**src/rtl/pipe_pkg.sv**
```systemverilog
// Shared pipeline definitions: the EXE->MEM control bundle and the skid-buffer state encoding.
package pipe_pkg;

  localparam int EXE_MEM_CTRL_W = 3;

  // Packed MSB-first, so the bundle reads as {wb_en, mem_r_en, mem_w_en}.
  typedef struct packed {
    logic wb_en;
    logic mem_r_en;
    logic mem_w_en;
  } exe_mem_ctrl_t;

  typedef enum logic [1:0] {
    ST_EMPTY = 2'd0,
    ST_HALF  = 2'd1,
    ST_FULL  = 2'd2
  } skid_state_e;

endpackage

```
**src/rtl/pipe_skid_buf.sv**
```systemverilog
// Generic 2-entry skid buffer: MAIN drives the output and SKID catches the beat accepted while MAIN stalls.
// Handshake: a beat moves when valid & ready are both high on a rising edge; in_ready is registered.
module pipe_skid_buf
  import pipe_pkg::*;
#(
  parameter int W = 8
) (
  input  logic         clk,
  input  logic         rst,
  input  logic         flush,
  input  logic         in_valid,
  output logic         in_ready,
  input  logic [W-1:0] in_data,
  input  logic         out_ready,
  output logic [W-1:0] out_data,
  output skid_state_e  state_o
);

  skid_state_e state_q, state_d;
  logic [W-1:0] main_q, main_d;
  logic [W-1:0] skid_q, skid_d;
  logic         in_ready_q, in_ready_d;
  logic         accept, pop;

  assign accept = in_valid & in_ready_q;
  assign pop    = (state_q != ST_EMPTY) & out_ready;

  always_ff @(posedge clk) begin
    if (rst) begin
      state_q    <= ST_EMPTY;
      main_q     <= '0;
      skid_q     <= '0;
      in_ready_q <= 1'b1;
    end else begin
      state_q    <= state_d;
      main_q     <= main_d;
      skid_q     <= skid_d;
      in_ready_q <= in_ready_d;
    end
  end

  always_comb begin
    state_d = state_q;
    main_d  = main_q;
    skid_d  = skid_q;
    if (flush) begin
      // Payload registers keep their contents; only the occupancy is cleared.
      state_d = ST_EMPTY;
    end else begin
      case (state_q)
        ST_EMPTY: begin
          if (accept) begin
            state_d = ST_HALF;
            main_d  = in_data;
          end
        end
        ST_HALF: begin
          if (accept && pop) begin
            main_d = in_data;
          end else if (accept) begin
            state_d = ST_FULL;
            skid_d  = in_data;
          end else if (pop) begin
            state_d = ST_EMPTY;
          end
        end
        ST_FULL: begin
          if (pop) begin
            state_d = ST_HALF;
            main_d  = skid_q;
          end
        end
        default: state_d = ST_EMPTY;
      endcase
    end
    in_ready_d = (state_d != ST_FULL);
  end

  always_comb begin
    in_ready = in_ready_q;
    out_data = main_q;
    state_o  = state_q;
  end

endmodule

```
**src/rtl/exe_mem_pipe_reg.sv**
```systemverilog
// EXE->MEM pipeline register: packs the beat into a skid buffer, gates control bits with
// out_valid and counts stalled cycles with a saturating counter.
module exe_mem_pipe_reg
  import pipe_pkg::*;
#(
  parameter int DATA_W      = 32,
  parameter int REG_ADDR_W  = 5,
  parameter int STALL_CNT_W = 16
) (
  input  logic                   clk,
  input  logic                   rst,
  input  logic                   flush,
  input  logic                   in_valid,
  output logic                   in_ready,
  input  logic                   wb_en_in,
  input  logic                   mem_r_en_in,
  input  logic                   mem_w_en_in,
  input  logic [DATA_W-1:0]      pc_in,
  input  logic [DATA_W-1:0]      alu_result_in,
  input  logic [DATA_W-1:0]      st_val_in,
  input  logic [REG_ADDR_W-1:0]  dest_in,
  output logic                   out_valid,
  input  logic                   out_ready,
  output logic                   wb_en,
  output logic                   mem_r_en,
  output logic                   mem_w_en,
  output logic [DATA_W-1:0]      pc,
  output logic [DATA_W-1:0]      alu_result,
  output logic [DATA_W-1:0]      st_val,
  output logic [REG_ADDR_W-1:0]  dest,
  output logic [STALL_CNT_W-1:0] stall_cnt
);

  localparam int PAYLOAD_W = EXE_MEM_CTRL_W + 3 * DATA_W + REG_ADDR_W;

  exe_mem_ctrl_t          ctrl_in, head_ctrl;
  logic [PAYLOAD_W-1:0]   payload_in, payload_out;
  skid_state_e            buf_state;
  logic [STALL_CNT_W-1:0] stall_cnt_q, stall_cnt_d;

  always_comb begin
    ctrl_in.wb_en    = wb_en_in;
    ctrl_in.mem_r_en = mem_r_en_in;
    ctrl_in.mem_w_en = mem_w_en_in;
    payload_in       = {ctrl_in, pc_in, alu_result_in, st_val_in, dest_in};
  end

  pipe_skid_buf #(.W(PAYLOAD_W)) u_skid (
    .clk      (clk),
    .rst      (rst),
    .flush    (flush),
    .in_valid (in_valid),
    .in_ready (in_ready),
    .in_data  (payload_in),
    .out_ready(out_ready),
    .out_data (payload_out),
    .state_o  (buf_state)
  );

  always_comb begin
    out_valid = (buf_state != ST_EMPTY);
    {head_ctrl, pc, alu_result, st_val, dest} = payload_out;
    wb_en    = out_valid & head_ctrl.wb_en;
    mem_r_en = out_valid & head_ctrl.mem_r_en;
    mem_w_en = out_valid & head_ctrl.mem_w_en;
  end

  // Counts every cycle MEM holds a valid head, flush cycles included; only rst clears it.
  always_comb begin
    stall_cnt_d = stall_cnt_q;
    if (out_valid && !out_ready && (stall_cnt_q != {STALL_CNT_W{1'b1}}))
      stall_cnt_d = stall_cnt_q + STALL_CNT_W'(1);
  end

  always_ff @(posedge clk) begin
    if (rst) stall_cnt_q <= '0;
    else     stall_cnt_q <= stall_cnt_d;
  end

  assign stall_cnt = stall_cnt_q;

endmodule

```
**config.mk**
```make
export PLATFORM = sky130hd
export DESIGN_NAME = exe_mem_pipe_reg
export DESIGN_NICKNAME = d
export VERILOG_FILES = /design/src/rtl/pipe_pkg.sv /design/src/rtl/pipe_skid_buf.sv /design/src/rtl/exe_mem_pipe_reg.sv
export SDC_FILE = /design/constraint.sdc
export NUM_CORES = 1
export LEC_CHECK = 0
export CELL_PAD_IN_SITES_DETAIL_PLACEMENT = 0
export CELL_PAD_IN_SITES_GLOBAL_PLACEMENT = 2
export CORE_MARGIN = 3
export CORE_UTILIZATION = 30
export DETAILED_ROUTE_END_ITERATION = 16
export PLACE_DENSITY = 0.8
export SLEW_MARGIN = 15
export SYNTH_ARGS = -nofsm -noshare
export SYNTH_HDL_FRONTEND = slang
export SYNTH_SLANG_ARGS = --single-unit
```
**constraint.sdc**
```tcl
create_clock -name clk -period 2.4 [get_ports clk]
set_input_delay 0.48 -clock clk [delete_from_list [all_inputs] [get_ports clk]]
set_output_delay 0.48 -clock clk [all_outputs]
set_load 0.01 [all_outputs]
```
==> results of run 1 <==
logic make-up (layout without fill, tap and decap cells):
family,count (synthesis),count (layout),synth area share [%]
mux,105,105,10.4
other cells,0,2,0
compound gates,343,343,21.3
fa+ha+maj,1,1,0.124
simple gates,265,265,11.0
buf+inv,211,328,11.8
xor+xnor,3,3,0.260
flops,227,227,45.0
cells in the final DEF (no fill, tap or decap), types with 6 or more instances in the layout:
cell	n
o31ai_1	6
mux2i_1	105
clkdlybuf4s50_1	229
buf_12	26
nand3_1	7
clkbuf_8	8
buf_4	19
dfxtp_1	226
clkbuf_16	29
a311oi_1	104
nor2_1	10
nand2_1	212
a21oi_1	220
worst register-to-register path: cells and delay by family (launching register included):
family	cells	cell delay, ns
AO/OA/AOI/OAI	1	0.56
adder cells (fa/ha/maj)	1	0.25
buffers and inverters	1	0.22
flip-flops	1	0.42
multiplexers	1	0.18
AND/OR/NAND/NOR	2	0.23
per-layer routing:
metal	wire length (um)	global-route usage, %	up-vias
met5	13	0	-
met4	650	3.98	2
met3	1650	3.65	35
met2	12900	23.4	200
met1	13500	21.5	3868
li1	-	-	4253
report_power, final:
part           leakage, uW  total [uW]  internal, uW  switching [uW]
sequential         0.00185        3990          3910            82.6
clock             0.000459        4150          2540            1600
combinational      0.00287        1120           598             518
worst max path at each step:
stage | startpoint | to
4_1_cts | u_skid.state_o[0] | mem_w_en
3_3_place_gp | out_ready | stall_cnt[13]
2_1_floorplan | out_ready | stall_cnt[13]
5_1_grt | u_skid.state_o[1] | mem_w_en
3_5_place_dp | out_ready | stall_cnt[5]
6_report | u_skid.state_o[1] | mem_w_en
layout make-up:
type                    count  area [um2]
inverters                   4        20.0
clock inverters             7        63.8
fillers                  3305       19500
repair buffers            275        2970
diodes                      2        5.00
multi-input cells         717        4390
well taps                 442         553
flip-flops and latches    227        4550
clock buffers              42         855
state kept, by name, summed over array words and instances, names as in the netlist:
register         count
stall_cnt           16
u_skid.in_ready      1
u_skid.out_data    104
u_skid.skid_q      104
u_skid.state_o       2
stage by stage:
step                hold slack [ns]  cells  util, %  worst slack [ns]
global route                  0.464   1715     40.7            0.0250
detailed placement            0.446   1665     37.9            0.0331
global placement              0.441   1665     37.9            0.0466
floorplan                     0.436   1155        -             0.523
finish                        0.451   1716     40.8             0.148
CTS                           0.436   1714     40.7            0.0356
==> impl_metrics.csv, run 1 <==
group,metric,value,unit
power_and_ir_drop,ir_worst_vdd,0.494,mV
timing,fmax,444,MHz
timing,fin_crit_sh,93.8,%
timing,min_period,2.25,ns
worst_setup_path,r2r-start,"stall_cnt[0]",
timing,fin_tns_setup,0,ns
worst_setup_path,path_cells,"nor2_1, nor2b_1, clkdlybuf4s50_1",
synth,synth.distinct_cells,43,
routing,drt_wl_total,28700,um
grt,grt_first_pass_wirelength,45100,um
worst_setup_path,critPathKind,"flop to output port",
worst_setup_path,critical_path.top_delay_family,"buffers and inverters",
run_status,status,"complete, no violations",
clock_network,cts_hold_buf,0,
synth,synth_top_flop_cell,"dfxtp_1",
worst_setup_path,reg2regPathDepth,6,
worst_setup_path,crit_path_max_fanout,6,
routing,detail_route.drc_violations,0,
synth,synthTopCellsByArea,"dfxtp_1, a21oi_1, mux2i_1",
timing,clock_skew,0.0157,ns
worst_setup_path,cp-end-kind,"output port",
grt,grt_pass1_vias,7767,
synth,synth_area,10100,um2
floorplan,rows,66,
power_and_ir_drop,leakage,0.00518,uW
grt,grt_usage,15.2,%
cells_and_area,area_delta_synth_final,32.6,%
cells_and_area,drive_above_1_share,8.02,%
clock_network,cts.sinks,227,
power_and_ir_drop,total_power,9260,uW
clock_network,cts_buffers,28,
worst_setup_path,r2r_end,"stall_cnt[1]",
worst_setup_path,cp.depth,3,
grt,grt_overflow,0,
min_path,min_from,"u_skid.skid_q[92]",
grt,antenna_found_initial,2,
clock_network,clk_pin_slew,0.06,ns
clock_network,cts_resized,0,
floorplan,die_w,189,um
cells_and_area,fin_nets,1363,
cells_and_area,stdcell_area,13400,um2
routing,vias,8358,
clock_network,clockBufferDepth,3,
worst_setup_path,crit_path_top_delay_cell,"clkdlybuf4s50_1",
worst_setup_path,cp_num_buf_inv,1,
power_and_ir_drop,power-per-cell-area,691,nW/um2
flow_run,maxCapViolations,0,
timing,slew_viol_final,0,
timing,report.final.hold_viol_count,0,
placed_design,gp_congestion,0.793,
synth,synth_commonest_cells,"dfxtp_1, a21oi_1, nand2_1",
clock_network,cts_tree,"built",
routing,ant_nets,0,
synth,synthArstFlopShare,0,%
clock_network,post_cts_buffers,0,
floorplan,die_y,189,um
floorplan,core_area,32900,um2
synth,syn_avg_cell_area,8.75,um2
clock_network,clkLatencyLatePin,0.53,ns
placed_design,dp_hpwl,18700,um
synth,syn_inst,1155,
worst_setup_path,rrSetupSlack,0.44,ns
synth,synth.most_common_cell,"dfxtp_1",
synth,synth_edf_count,0,
routing,avgViaCountPerCell,4.87,
synth,synth_fp_nets,1265,
worst_setup_path,required,1.92,ns
floorplan,io_pins,231,
worst_setup_path,arrival,1.77,ns
synth,synth_top_area_share,45.0,%
floorplan,fp.dieArea,35900,um2
timing,relSlewSlack,52.1,%
synth,ys_warn_count,0,
placed_design,port_buffers,230,
clock_network,htreeDepth,1,
worst_setup_path,setup.worst_path.start_class,"flop",
grt,grt_max_degree,84,
routing,drt_iter0_drc,546,
synth,synth_seq_cells,227,
timing,worst_slew_pin_slew,0.719,ns
worst_setup_path,cpPeakStageDelay,0.54,ns
timing,setup_viol,0,
timing,rsz0062_at_grt,"false",
min_path,min_to,"u_skid.skid_q[92]",
min_path,hold_depth,2,
floorplan,start_util,30.7,%
routing,drtPass1Iterations,4,
synth,yosysTopAreaCell,"dfxtp_1",
min_path,hold_class,"flop to flop",
synth,yosysSeqAreaShare,45.0,%
placed_design,dpl_cell_area,12500,um2
routing,wl_per_cell,16.8,um
clock_network,root_buffer,"clkbuf_16",
Note: power is estimated with default switching activity, not from simulation.
==> run 2, diff against run 1 <==
--- a/config.mk
+++ b/config.mk
@@ -10,6 +10,7 @@
 export CORE_MARGIN = 3
 export CORE_UTILIZATION = 30
 export DETAILED_ROUTE_END_ITERATION = 16
+export MAX_ROUTING_LAYER = met4
 export PLACE_DENSITY = 0.8
 export SLEW_MARGIN = 15
 export SYNTH_ARGS = -nofsm -noshare
==> run 2 against run 1 <==
Net effect:
- final cell count barely moved
- largest power group unchanged
- design area barely moved
- critical path depth did not move
- register-to-register slack barely moved
- die area did not move
- first-iteration DRC count fell by 11%
- core utilization barely moved
- flip-flop and latch count did not move
- maximum frequency barely moved
- count of clock-buffer cells in the layout did not move
- setup slack improved by 0.0010 ns
- routed wire length barely moved
==> impl_metrics.csv, run 2 (same netlist as run 1, synthesis figures left out) <==
group,metric,value,unit
routing,vias,8352,
worst_setup_path,path_cells,"nor2_1, nor2b_1, clkdlybuf4s50_1",
worst_setup_path,crit_path_top_delay_cell,"clkdlybuf4s50_1",
grt,grt_overflow,0,
floorplan,fp.dieArea,35900,um2
clock_network,clkLatencyLatePin,0.53,ns
timing,setup_viol,0,
timing,fmax,444,MHz
power_and_ir_drop,power-per-cell-area,691,nW/um2
routing,drt_wl_total,28700,um
grt,grt_max_degree,84,
clock_network,clk_pin_slew,0.06,ns
worst_setup_path,arrival,1.77,ns
grt,grt_usage,15.7,%
grt,grt_first_pass_wirelength,45000,um
clock_network,root_buffer,"clkbuf_16",
worst_setup_path,cp-end-kind,"output port",
power_and_ir_drop,leakage,0.00518,uW
routing,detail_route.drc_violations,0,
routing,wl_per_cell,16.7,um
timing,relSlewSlack,52.2,%
routing,avgViaCountPerCell,4.86,
cells_and_area,area_delta_synth_final,32.6,%
timing,min_period,2.25,ns
clock_network,cts.sinks,227,
timing,clock_skew,0.0155,ns
timing,rsz0062_at_grt,"false",
grt,grtUsageMet3,3.39,%
timing,worst_slew_pin_slew,0.716,ns
timing,timing.final.ws_setup,0.149,ns
cells_and_area,drive_above_1_share,8.02,%
timing,fin_crit_sh,93.8,%
placed_design,dp_hpwl,18700,um
placed_design,port_buffers,230,
flow_run,maxCapViolations,0,
floorplan,rows,66,
grt,use_met2,23.4,%
min_path,hold_class,"flop to flop",
cells_and_area,fin_nets,1363,
routing,ant_nets,0,
grt,grt_pass1_vias,7800,
grt,gr-usage-met1,21.7,%
worst_setup_path,required,1.92,ns
floorplan,core_area,32900,um2
run_status,status,"complete, no violations",
grt,top_usage_layer,"met2",
floorplan,die_w,189,um
clock_network,cts_hold_buf,0,
cells_and_area,layout_commonest_cell,"clkdlybuf4s50_1",
power_and_ir_drop,total_power,9250,uW
clock_network,cts_tree,"built",
timing,report.final.hold_viol_count,0,
clock_network,cts_buffers,28,
placed_design,post-place-ws,0.0331,ns
routing,drtPass1Iterations,5,
timing,slew_viol_final,0,
floorplan,die_y,189,um
worst_setup_path,crit_path_max_fanout,6,
floorplan,io_pins,231,
cells_and_area,final_cell_mix,"clkdlybuf4s50_1, dfxtp_1, a21oi_1",
clock_network,htreeDepth,1,
timing,fin_tns_setup,0,ns
clock_network,post_cts_buffers,0,
cells_and_area,fillers,3306,
clock_network,clockBufferDepth,3,
worst_setup_path,setup.worst_path.start_class,"flop",
power_and_ir_drop,ir_worst_vdd,0.494,mV
routing,drt_iter0_drc,486,
grt,antenna_found_initial,2,
placed_design,gp_congestion,0.804,
worst_setup_path,cpPeakStageDelay,0.54,ns
worst_setup_path,critPathKind,"flop to output port",
floorplan,start_util,30.7,%
==> run 2: cell types whose count changed in the layout (fill, tap and decap cells not counted) <==
cell | before | now
diode_2 | 2 | 3
==> run 2: through the flow <==
stage	util, %	cells	area (um2)	hold WS [ns]
4_1_cts	40.7	1714	13400	0.436
6_report	40.8	1717	13400	0.451
3_3_place_gp	37.9	1665	12500	0.441
2_1_floorplan	-	1155	10100	0.436
3_5_place_dp	37.9	1665	12500	0.446
5_1_grt	40.8	1716	13400	0.464
==> run 2: final timing paths <==
path | end | start | depth (start not counted) | slack [ns]
hold / removal | u_skid.skid_q[92] | u_skid.skid_q[92] | 2 | 0.45
setup / recovery | mem_w_en | u_skid.state_o[1] | 3 | 0.15
hold reg to reg | u_skid.skid_q[92] | u_skid.skid_q[92] | 2 | 0.45
setup reg to reg | stall_cnt[1] | stall_cnt[0] | 6 | 0.44
==> run 2: area by class of cell <==
class                      count  area, um2  share of cell area [%]
clock buffer                  42        855                    6.38
multi-input combinational    717       4390                    32.7
clock inverter                 7       63.8                   0.476
tap                          442        553                    4.13
timing repair buffer         275       2970                    22.1
antenna                        3       7.51                  0.0560
inverter                       4       20.0                   0.149
sequential                   227       4550                    33.9
==> run 2: power breakdown <==
part,total [uW],switching [uW],internal [uW]
registers,3990,82.3,3910
clock network,4140,1600,2540
logic,1120,519,598
total,9250,2200,7050
==> run 2: critical path, delay by kind of cell, from the launching register on <==
kind,cells,cell delay (ns)
DFF,1,0.44
buffers and inverters,1,0.54
and+or+nand+nor,2,0.26
==> run 2: timing repair <==
| item | in CTS | in global routing |
|---|---|---|
| endpoints found under the setup margin | 0 | 3 |
| endpoints found under the hold margin | 0 | 0 |
| gates resized for setup | 0 | 1 |
==> run 2: metal layers <==
metal | vias to the layer above | routed length, um
met2 | 197 | 12800
met4 | 0 | 647
met5 | - | 0
met3 | 33 | 1560
li1 | 4249 | -
met1 | 3873 | 13700
